### src/rtl/pwm_gen_pkg.sv
// Shared types for the PWM signal generator: FSM states, default field widths
// and the configuration record held in the active and shadow register sets.
package pwm_gen_pkg;

  localparam int DEF_CNT_W   = 32;
  localparam int DEF_BURST_W = 16;

  typedef enum logic [1:0] {
    ST_IDLE = 2'd0,
    ST_HIGH = 2'd1,
    ST_LOW  = 2'd2
  } state_t;

  typedef struct packed {
    logic [DEF_CNT_W-1:0]   high;
    logic [DEF_CNT_W-1:0]   low;
    logic [DEF_BURST_W-1:0] cycles;
  } cfg_t;

endpackage

### src/rtl/pwm_signal_generator_if.sv
// Configuration offer channel of the PWM generator (valid/ready with the
// high/low durations and the period count).
interface pwm_signal_generator_if
  import pwm_gen_pkg::*;
#(
  parameter int CNT_W   = DEF_CNT_W,
  parameter int BURST_W = DEF_BURST_W
) ();

  logic               cfg_valid;
  logic               cfg_ready;
  logic [CNT_W-1:0]   cfg_high_time;
  logic [CNT_W-1:0]   cfg_low_time;
  logic [BURST_W-1:0] cfg_cycles;

  modport master (
    output cfg_valid,
    output cfg_high_time,
    output cfg_low_time,
    output cfg_cycles,
    input  cfg_ready
  );

  modport slave (
    input  cfg_valid,
    input  cfg_high_time,
    input  cfg_low_time,
    input  cfg_cycles,
    output cfg_ready
  );

endinterface

### src/rtl/phase_timer.sv
// Loadable down-counter timing one HIGH or LOW phase; holds at zero until
// reloaded.
module phase_timer
  import pwm_gen_pkg::*;
#(
  parameter int CNT_W = DEF_CNT_W
) (
  input  logic             clk,
  input  logic             load,
  input  logic [CNT_W-1:0] load_value,
  output logic             zero
);

  logic [CNT_W-1:0] count;

  always_ff @(posedge clk) begin
    if (load) begin
      count <= load_value;
    end else if (count != '0) begin
      count <= count - 1'b1;
    end
  end

  assign zero = (count == '0);

endmodule

### src/rtl/pwm_signal_generator.sv
// Programmable square-wave source with finite/continuous bursts, shadowed
// reconfiguration applied at period boundaries and graceful stop.
module pwm_signal_generator
  import pwm_gen_pkg::*;
#(
  parameter int CNT_W   = DEF_CNT_W,
  parameter int BURST_W = DEF_BURST_W
) (
  input  logic                    clk,
  input  logic                    rst,
  pwm_signal_generator_if.slave   cfg,
  input  logic                    stop,
  output logic                    signal_out,
  output logic                    busy,
  output logic                    cycle_done,
  output logic                    burst_done
);

  function automatic logic [CNT_W-1:0] clamp_time(input logic [CNT_W-1:0] t);
    return (t == '0) ? CNT_W'(1) : t;
  endfunction

  state_t             state;
  cfg_t               active;
  cfg_t               shadow;
  cfg_t               cfg_in;
  logic               shadow_valid;
  logic               stop_pending;
  logic [BURST_W-1:0] burst_cnt;

  logic               accept;
  logic               start;
  logic               shadow_load;
  logic               at_boundary;
  logic               last_of_burst;
  logic               end_run;
  logic               promote;
  logic               count_down;
  logic               tmr_load;
  logic [CNT_W-1:0]   tmr_value;
  logic               tmr_zero;

  assign cfg_in = '{high:   clamp_time(cfg.cfg_high_time),
                    low:    clamp_time(cfg.cfg_low_time),
                    cycles: cfg.cfg_cycles};

  assign cfg.cfg_ready = (state == ST_IDLE) || !shadow_valid;
  assign accept        = cfg.cfg_valid && cfg.cfg_ready;
  assign start         = (state == ST_IDLE) && accept;
  assign shadow_load   = (state != ST_IDLE) && accept;

  // Period boundary decisions, in priority order: stop, shadow, burst end.
  assign at_boundary   = (state == ST_LOW) && tmr_zero;
  assign last_of_burst = !shadow_valid && (burst_cnt == BURST_W'(1));
  assign end_run       = stop_pending || last_of_burst;
  assign promote       = at_boundary && !stop_pending && shadow_valid;
  assign count_down    = at_boundary && !stop_pending && !shadow_valid && (burst_cnt > BURST_W'(1));

  assign cycle_done = at_boundary;
  assign burst_done = at_boundary && end_run;

  assign tmr_load  = start || ((state == ST_HIGH) && tmr_zero) || (at_boundary && !end_run);
  assign tmr_value = start              ? cfg_in.high - 1'b1 :
                     (state == ST_HIGH) ? active.low  - 1'b1 :
                     promote            ? shadow.high - 1'b1 :
                                          active.high - 1'b1;

  phase_timer #(.CNT_W(CNT_W)) u_phase_timer (
    .clk        (clk),
    .load       (tmr_load),
    .load_value (tmr_value),
    .zero       (tmr_zero)
  );

  always_ff @(posedge clk) begin
    if (rst) begin
      state        <= ST_IDLE;
      signal_out   <= 1'b0;
      busy         <= 1'b0;
      shadow_valid <= 1'b0;
      stop_pending <= 1'b0;
    end else begin
      unique case (state)
        ST_IDLE: begin
          if (accept) begin
            state      <= ST_HIGH;
            signal_out <= 1'b1;
            busy       <= 1'b1;
          end
        end
        ST_HIGH: begin
          if (accept) shadow_valid <= 1'b1;
          if (stop)   stop_pending <= 1'b1;
          if (tmr_zero) begin
            state      <= ST_LOW;
            signal_out <= 1'b0;
          end
        end
        ST_LOW: begin
          if (accept) shadow_valid <= 1'b1;
          if (stop)   stop_pending <= 1'b1;
          if (tmr_zero) begin
            if (end_run) begin
              // Anything offered on this final cycle is dropped with the run.
              state        <= ST_IDLE;
              busy         <= 1'b0;
              shadow_valid <= 1'b0;
              stop_pending <= 1'b0;
            end else begin
              state      <= ST_HIGH;
              signal_out <= 1'b1;
              if (promote) shadow_valid <= 1'b0;
            end
          end
        end
        default: begin
          state      <= ST_IDLE;
          signal_out <= 1'b0;
          busy       <= 1'b0;
        end
      endcase
    end
  end

  always_ff @(posedge clk) begin
    if (start) begin
      active    <= cfg_in;
      burst_cnt <= cfg_in.cycles;
    end else if (promote) begin
      active    <= shadow;
      burst_cnt <= shadow.cycles;
    end else if (count_down) begin
      burst_cnt <= burst_cnt - 1'b1;
    end
    if (shadow_load) shadow <= cfg_in;
  end

endmodule

### src/flat_wrapper.sv
// flat-port wrapper written by rule: the top's interface ports become plain ports
module pwm_signal_generator_flat import pwm_gen_pkg::*;
#(
  parameter int CNT_W   = DEF_CNT_W,
  parameter int BURST_W = DEF_BURST_W
)
  (clk, rst, stop, signal_out, busy, cycle_done, burst_done, cfg_cfg_valid, cfg_cfg_high_time, cfg_cfg_low_time, cfg_cfg_cycles, cfg_cfg_ready);
  pwm_signal_generator_if #(.CNT_W(CNT_W), .BURST_W(BURST_W)) cfg_i ();
  input  logic clk;
  input  logic rst;
  input  logic stop;
  output logic signal_out;
  output logic busy;
  output logic cycle_done;
  output logic burst_done;
  input wire logic [$bits(cfg_i.cfg_valid)-1:0] cfg_cfg_valid;
  input wire logic [$bits(cfg_i.cfg_high_time)-1:0] cfg_cfg_high_time;
  input wire logic [$bits(cfg_i.cfg_low_time)-1:0] cfg_cfg_low_time;
  input wire logic [$bits(cfg_i.cfg_cycles)-1:0] cfg_cfg_cycles;
  output wire logic [$bits(cfg_i.cfg_ready)-1:0] cfg_cfg_ready;
  assign cfg_i.cfg_valid = cfg_cfg_valid;
  assign cfg_i.cfg_high_time = cfg_cfg_high_time;
  assign cfg_i.cfg_low_time = cfg_cfg_low_time;
  assign cfg_i.cfg_cycles = cfg_cfg_cycles;
  assign cfg_cfg_ready = cfg_i.cfg_ready;
  pwm_signal_generator #(.CNT_W(CNT_W), .BURST_W(BURST_W)) u_core (.clk(clk), .rst(rst), .cfg(cfg_i), .stop(stop), .signal_out(signal_out), .busy(busy), .cycle_done(cycle_done), .burst_done(burst_done));
endmodule
### config.mk
export PLATFORM = sky130hd
export DESIGN_NAME = pwm_signal_generator_flat
export DESIGN_NICKNAME = d
export VERILOG_FILES = /design/src/rtl/pwm_gen_pkg.sv /design/src/rtl/pwm_signal_generator_if.sv /design/src/rtl/phase_timer.sv /design/src/rtl/pwm_signal_generator.sv /design/src/flat_wrapper.sv
export SDC_FILE = /design/constraint.sdc
export NUM_CORES = 1
export LEC_CHECK = 0
export CAP_MARGIN = 20
export CORE_MARGIN = 2
export CORE_UTILIZATION = 35
export CTS_BUF_LIST = sky130_fd_sc_hd__clkbuf_4 sky130_fd_sc_hd__clkbuf_8
export DETAILED_ROUTE_END_ITERATION = 10
export DONT_BUFFER_PORTS = 1
export MAX_ROUTING_LAYER = met4
export PLACE_DENSITY = 0.48
export SYNTH_ARGS = -nofsm -noshare
export SYNTH_HDL_FRONTEND = slang
export SYNTH_SLANG_ARGS = --single-unit
### constraint.sdc
create_clock -name clk -period 14.7 [get_ports clk]
set_clock_uncertainty 0.2 [all_clocks]
set_input_delay 4.41 -clock clk [delete_from_list [all_inputs] [get_ports clk]]
set_output_delay 4.41 -clock clk [all_outputs]
set_load 0.005 [all_outputs]
[Word-level counts from Yosys, hierarchy flattened]
Index checks and enable logic that the tools add are counted.
Cells by class
  bitwise operators: 1
  $lt $le $gt $ge: 1
  shifts and indexed selects: 0
  multiply operators: 0
  equal/unequal tests: 8
  reductions and logical operators: 32
  divide/modulo/power cells: 0
  $add $sub $neg: 6
  mux-type cells: 34
Operator list (count)
  $mux W32: 7
  $mux W80: 2
  $sub A32 B1 Y32 const B: 5
  $logic_not A32 Y1: 3
  $mux W16: 3
  $reduce_bool A32 Y1: 1
  $eq A16 B1 Y1 const B: 1
  $gt A16 B1 Y1 const B: 1
  $sub A16 B1 Y16 const B: 1
  $mux W1: 14
  $logic_and A1 B1 Y1: 12
  $ne A2 B1 Y1 const B: 4
  $reduce_and A4 Y1: 2
  $reduce_bool A2 Y1: 4
  $mux W2: 3
  $pmux W1 S3: 2
  $pmux W2 S3: 1
  $logic_or A1 B1 Y1: 4
  $pmux W1 S2: 2
  $logic_not A1 Y1: 3
  $reduce_and A3 Y1: 1
  $reduce_bool A3 Y1: 1
  $eq A2 B1 Y1 const B: 1
  $eq A2 B2 Y1 const B: 1
  3 further kinds: 3
Word-level totals
  output and inout port bits: 5
  memories: 0
  bits in writable memories: 0
  bits in read-only memories: 0
  register bits after elaboration: 198
  bits in latches: 0

[Logic depth before layout (Yosys ltp)]
  depth in word-level cells: 8
  mapped depth: 16
  gate-level depth less buffers: 14

[Cells and area by module]
From an unflattened synthesis, not the netlist that was laid out.
Unflattened totals
  cells, all modules: 1048
  area total of the unflattened synthesis: 10611.4 um2
By module, submodules not included
  pwm_signal_generator: cells an instance 842, area an instance 8620.8 um2, instances 1
  phase_timer: cells an instance 206, area an instance 1990.7 um2, instances 1

[Worst setup path before layout]
OpenSTA, ideal clock, no wires.
  path type: in2reg
  from: in cfg_cfg_valid
  to: reg u_core.shadow[0] (netlist bit), enable pin
  required time: 13.867 ns
  path slack: 3.695 ns
  arrival: 10.172 ns
  cell stages on the path: 1
  cell sequence: nor3b_1
Between the ends
  word-level cells in the longest chain between the ends: 2
Ends and longest elaborated chain
  start, declared: line flat_wrapper.sv:16  | input wire logic [$bits(cfg_i.cfg_valid)-1:0] cfg_cfg_valid;
  $logic_and A1 B1 Y1: line pwm_signal_generator.sv:48  | assign accept = cfg.cfg_valid && cfg.cfg_ready;
  $logic_and A1 B1 Y1: line pwm_signal_generator.sv:50  | assign shadow_load = (state != ST_IDLE) && accept;
  end signal, assigned: line pwm_signal_generator.sv:135  | if (shadow_load) shadow <= cfg_in;
  end, declared: line pwm_signal_generator.sv:25  | cfg_t shadow;
No other way between the ends.
A chain may end at the register's enable or synchronous reset.

[Final worst setup path]
  from: in cfg_cfg_valid
  to: reg u_core.u_phase_timer.count[29], data pin
Between the ends
  word-level cells in the longest chain between the ends: 5
  elaborated cells on any way between the ends: 6
  those cells by class: mux (2); reduce/logical (4)
Ends and longest elaborated chain
  $logic_and A1 B1 Y1 *: line pwm_signal_generator.sv:48
  $logic_and A1 B1 Y1 *: line pwm_signal_generator.sv:49  | assign start = (state == ST_IDLE) && accept;
  $logic_or A1 B1 Y1 (2 in a row): line pwm_signal_generator.sv:62  | assign tmr_load = start || ((state == ST_HIGH) && tmr_zero) || (at_boundary && !end_run);
  $mux W32 *: line phase_timer.sv:17  | if (load) begin
  end signal, assigned: line phase_timer.sv:18  | count <= load_value;
  end signal, assigned: line phase_timer.sv:20  | count <= count - 1'b1;
  end, declared: line phase_timer.sv:14  | logic [CNT_W-1:0] count;
Mark *: on every way between the ends. The rest lies on a longest branch, timed or not.

==> summary.md <==
| Metric | Value |
|---|---|
| Post-Syn Area per Cell | 10.46 um2 |
| Antenna cells | 0 |
| Final Core Density | 37.59% |
| Yosys cell types | 72 |
| DP Wirelength | 18560 um |
| Setup Crit Path Kind | primary input to flop |
| Area of the multi-input gates | 0.003592 mm2 |
| Final instance area | 0.01047 mm2 |
| Commonest cells in the synthesized netlist | nand2_1 (230), edfxtp_1 (192), clkbuf_1 (98) |
| First-pass GRT wire length | 42080 um |
| Primary FF master, synth | edfxtp_1 |
| Final WS setup | 7.021 ns |
| Register area | 0.005886 mm2 |
| Post-synth top area cell | edfxtp_1 |
| CTS clk-pin slew, worst paths | between 0.1 and 0.15 ns |
| Via density | 5.375 |
| Tmin final | roughly 7.7 ns |
| Vias in the first global route | 6767 |
| Leading cell type by number of instances after synthesis | nand2_1 |
| CTS H-tree depth | 4 |
| Synth top area cells | edfxtp_1 (58%), nand2_1 (8.7%), clkbuf_1 (3.7%) |
| Slew Viols, Final | 0 |
| WP data arrival | 7.70 ns |
| Total congestion overflow | 0 |
| Starting Density | 35.72% |
| Sink Count | 198 |
| Max IR drop VDD | 60.12 uV |
| EDFF count, synth | 192 |
| Max-cap violations | 0 |
| Post-Place Worst Slack | roughly 6.6 ns |
| Hold buffer count at CTS | 0 |
| Final hold vios | 0 |
| Slew @ Worst Pin | just under 0.9 ns |
| Total power | 1.336 mW |
| P per Cell Area | 127.6 mW/mm2 |
| Largest net degree at the start of global routing | 72 |
| Post-synthesis sequential area ratio | 59.15% |
| Root Driver | clkbuf_8 |
| I/O pin cnt | 89 |
| Core area | 0.02786 mm2 |
| DRC errors left | 0 |
| Remaining antenna violation count after routing | 0 |
| CP Capture Type | flop |
| Synth Net Count | roughly 1.0k |
| Port bufs | 0 |
| WP data required | 14.72 ns |
| Chip height | 172.6 um |
| Synth top area share | 57.94% |
| CTS Buf Count | 17 |
| Yosys reg bits | 198 |
| Num rows | 61 |
| Leak | 3.683 nW |
| Share of layout cells above drive strength 1 | about 8% |
| # setup viols final | 0 |
| Worst-skew pair later-pin latency | 0.49 ns |
| Die Wd | 172.6 um |
| RSZ-0062 raised after global routing | false |
| Crit path max fanout | 71 |
| Outcome | finished, final reports clean |
| Total number of vias | 6788 |
| Max Freq | about 130 MHz |
| Per-cell routed wire length | between 20 and 25 um |
| Netlist Area Pre-Place | around 0.01 mm2 |
| Die ar. | 0.02980 mm2 |
| Ys async rst share | 0% |
| Fill count | 2766 |
| CTS max path bufs | 2 |
| Initial antenna violation count | 0 |
| Final net count | around 960 |
| Syn-to-layout area delta | 5.231% |
| Setup TNS | 0 ns |
| Period utilisation layout | 52.24% |
| CP Launch Type | primary input |
| Initial DRC Count | 503 |
| Worst min path class | flop to flop |
| Setup bufs post-CTS | 0 |
| Slew headroom | 40.39% |
| GRT Util Overall | 19.06% |
| Detailed Routing Iterations Pass 1 | 5 |
| Synth Instances | 951 |
| CTS tree | built |
| Area after DPL | 0.01010 mm2 |
| Post-CTS resize count | 0 |
| Ys Warns | 0 |
| Drt total wl | 27070 um |
| Final GP Congestion | 0.8142 |
[layer usage]
| metal | GRT usage (%) | vias up | share of wire, % |
|---|---|---|---|
| li1 | - | 3253 | - |
| met1 | 26.20 | 3292 | 48 |
| met2 | 28.01 | 204 | 45 |
| met3 | 4.134 | 39 | 5.3 |
| met4 | 6.268 | 0 | 2.3 |
| met5 | - | - | 0 |
[worst max-delay path: stages]
cell and delay [ns]:
nand2_4 0.29, buf_4 0.73, nand3_2 0.56, o31ai_1 0.74
nor3_2 0.14, nand4_1 0.51, nor4_1 0.15, xor2_1 0.17
[cell families (layout without fill, tap and decap cells)]
kind of cell | after synthesis | count (layout) | synth area share [%]
simple gates | 409 | 409 | 19.36
flops | 198 | 198 | 59.15
compound gates | 165 | 165 | 11.44
buf+inv | 125 | 59 | 4.954
xor+xnor | 41 | 41 | 3.609
fa+ha+maj | 7 | 7 | 0.8801
mux | 6 | 6 | 0.6036
[worst paths after layout]
| kind | from | endpoint | slack, ns | cells past startpoint |
|---|---|---|---|---|
| worst max-delay path | cfg_cfg_valid | u_core.u_phase_timer.count[29]$_DFFE_PP_ | 7.02 | 8 |
| worst min-delay path | u_core.state[0]$_SDFFE_PP0P_ | u_core.state[0]$_SDFFE_PP0P_ | 0.31 | 2 |
| worst max register to register | u_core.u_phase_timer.count[4]$_DFFE_PP_ | u_core.u_phase_timer.count[30]$_DFFE_PP_ | 9.43 | 13 |
| worst min register to register | u_core.state[0]$_SDFFE_PP0P_ | u_core.state[0]$_SDFFE_PP0P_ | 0.31 | 2 |
[power breakdown]
group	switching [mW]	internal [mW]
Combinational	0.159	0.0809
Clock	0.205	0.141
Sequential	0.0407	0.710
Total	0.404	0.931
[layout by cell type (no fill, tap or decap), types with 13 or more instances in the layout]
master	instances
o31ai_1	17
o21ai_0	28
edfxtp_1	192
xnor2_1	21
nor2_1	44
clkbuf_8	17
xor2_1	20
nor3_1	35
a21boi_0	14
nor4_1	34
buf_4	13
nand2_1	228
inv_1	13
a21oi_1	35
[registers in the layout, summed over array words and instances, names as in the netlist]
name / cells
u_core.shadow: 80
u_core.active: 64
u_core.u_phase_timer.count: 32
u_core.burst_cnt: 16
u_core.state: 2
u_core.busy: 1
u_core.shadow_valid: 1
u_core.signal_out: 1
u_core.stop_pending: 1
[metrics by stage]
| stage | hold WS (ns) | cells |
|---|---|---|
| finish | 0.3114 | 1263 |
| global route | 0.3414 | 1263 |
| CTS | 0.3173 | 1263 |
| detailed placement | 0.3000 | 1231 |
| global placement | 0.2810 | 1231 |
| floorplan | 0.2598 | 951 |
[final cells by class]
class / instances / share of cell area [%]
multi-input cells: 628 / 34.31
well taps: 378 / 4.517
flip-flops and latches: 198 / 56.21
inverters: 14 / 0.5019
clock buffers: 19 / 2.378
clock inverters: 13 / 1.159
repair buffers: 13 / 0.9320
Power figures use the tool's default switching activity.
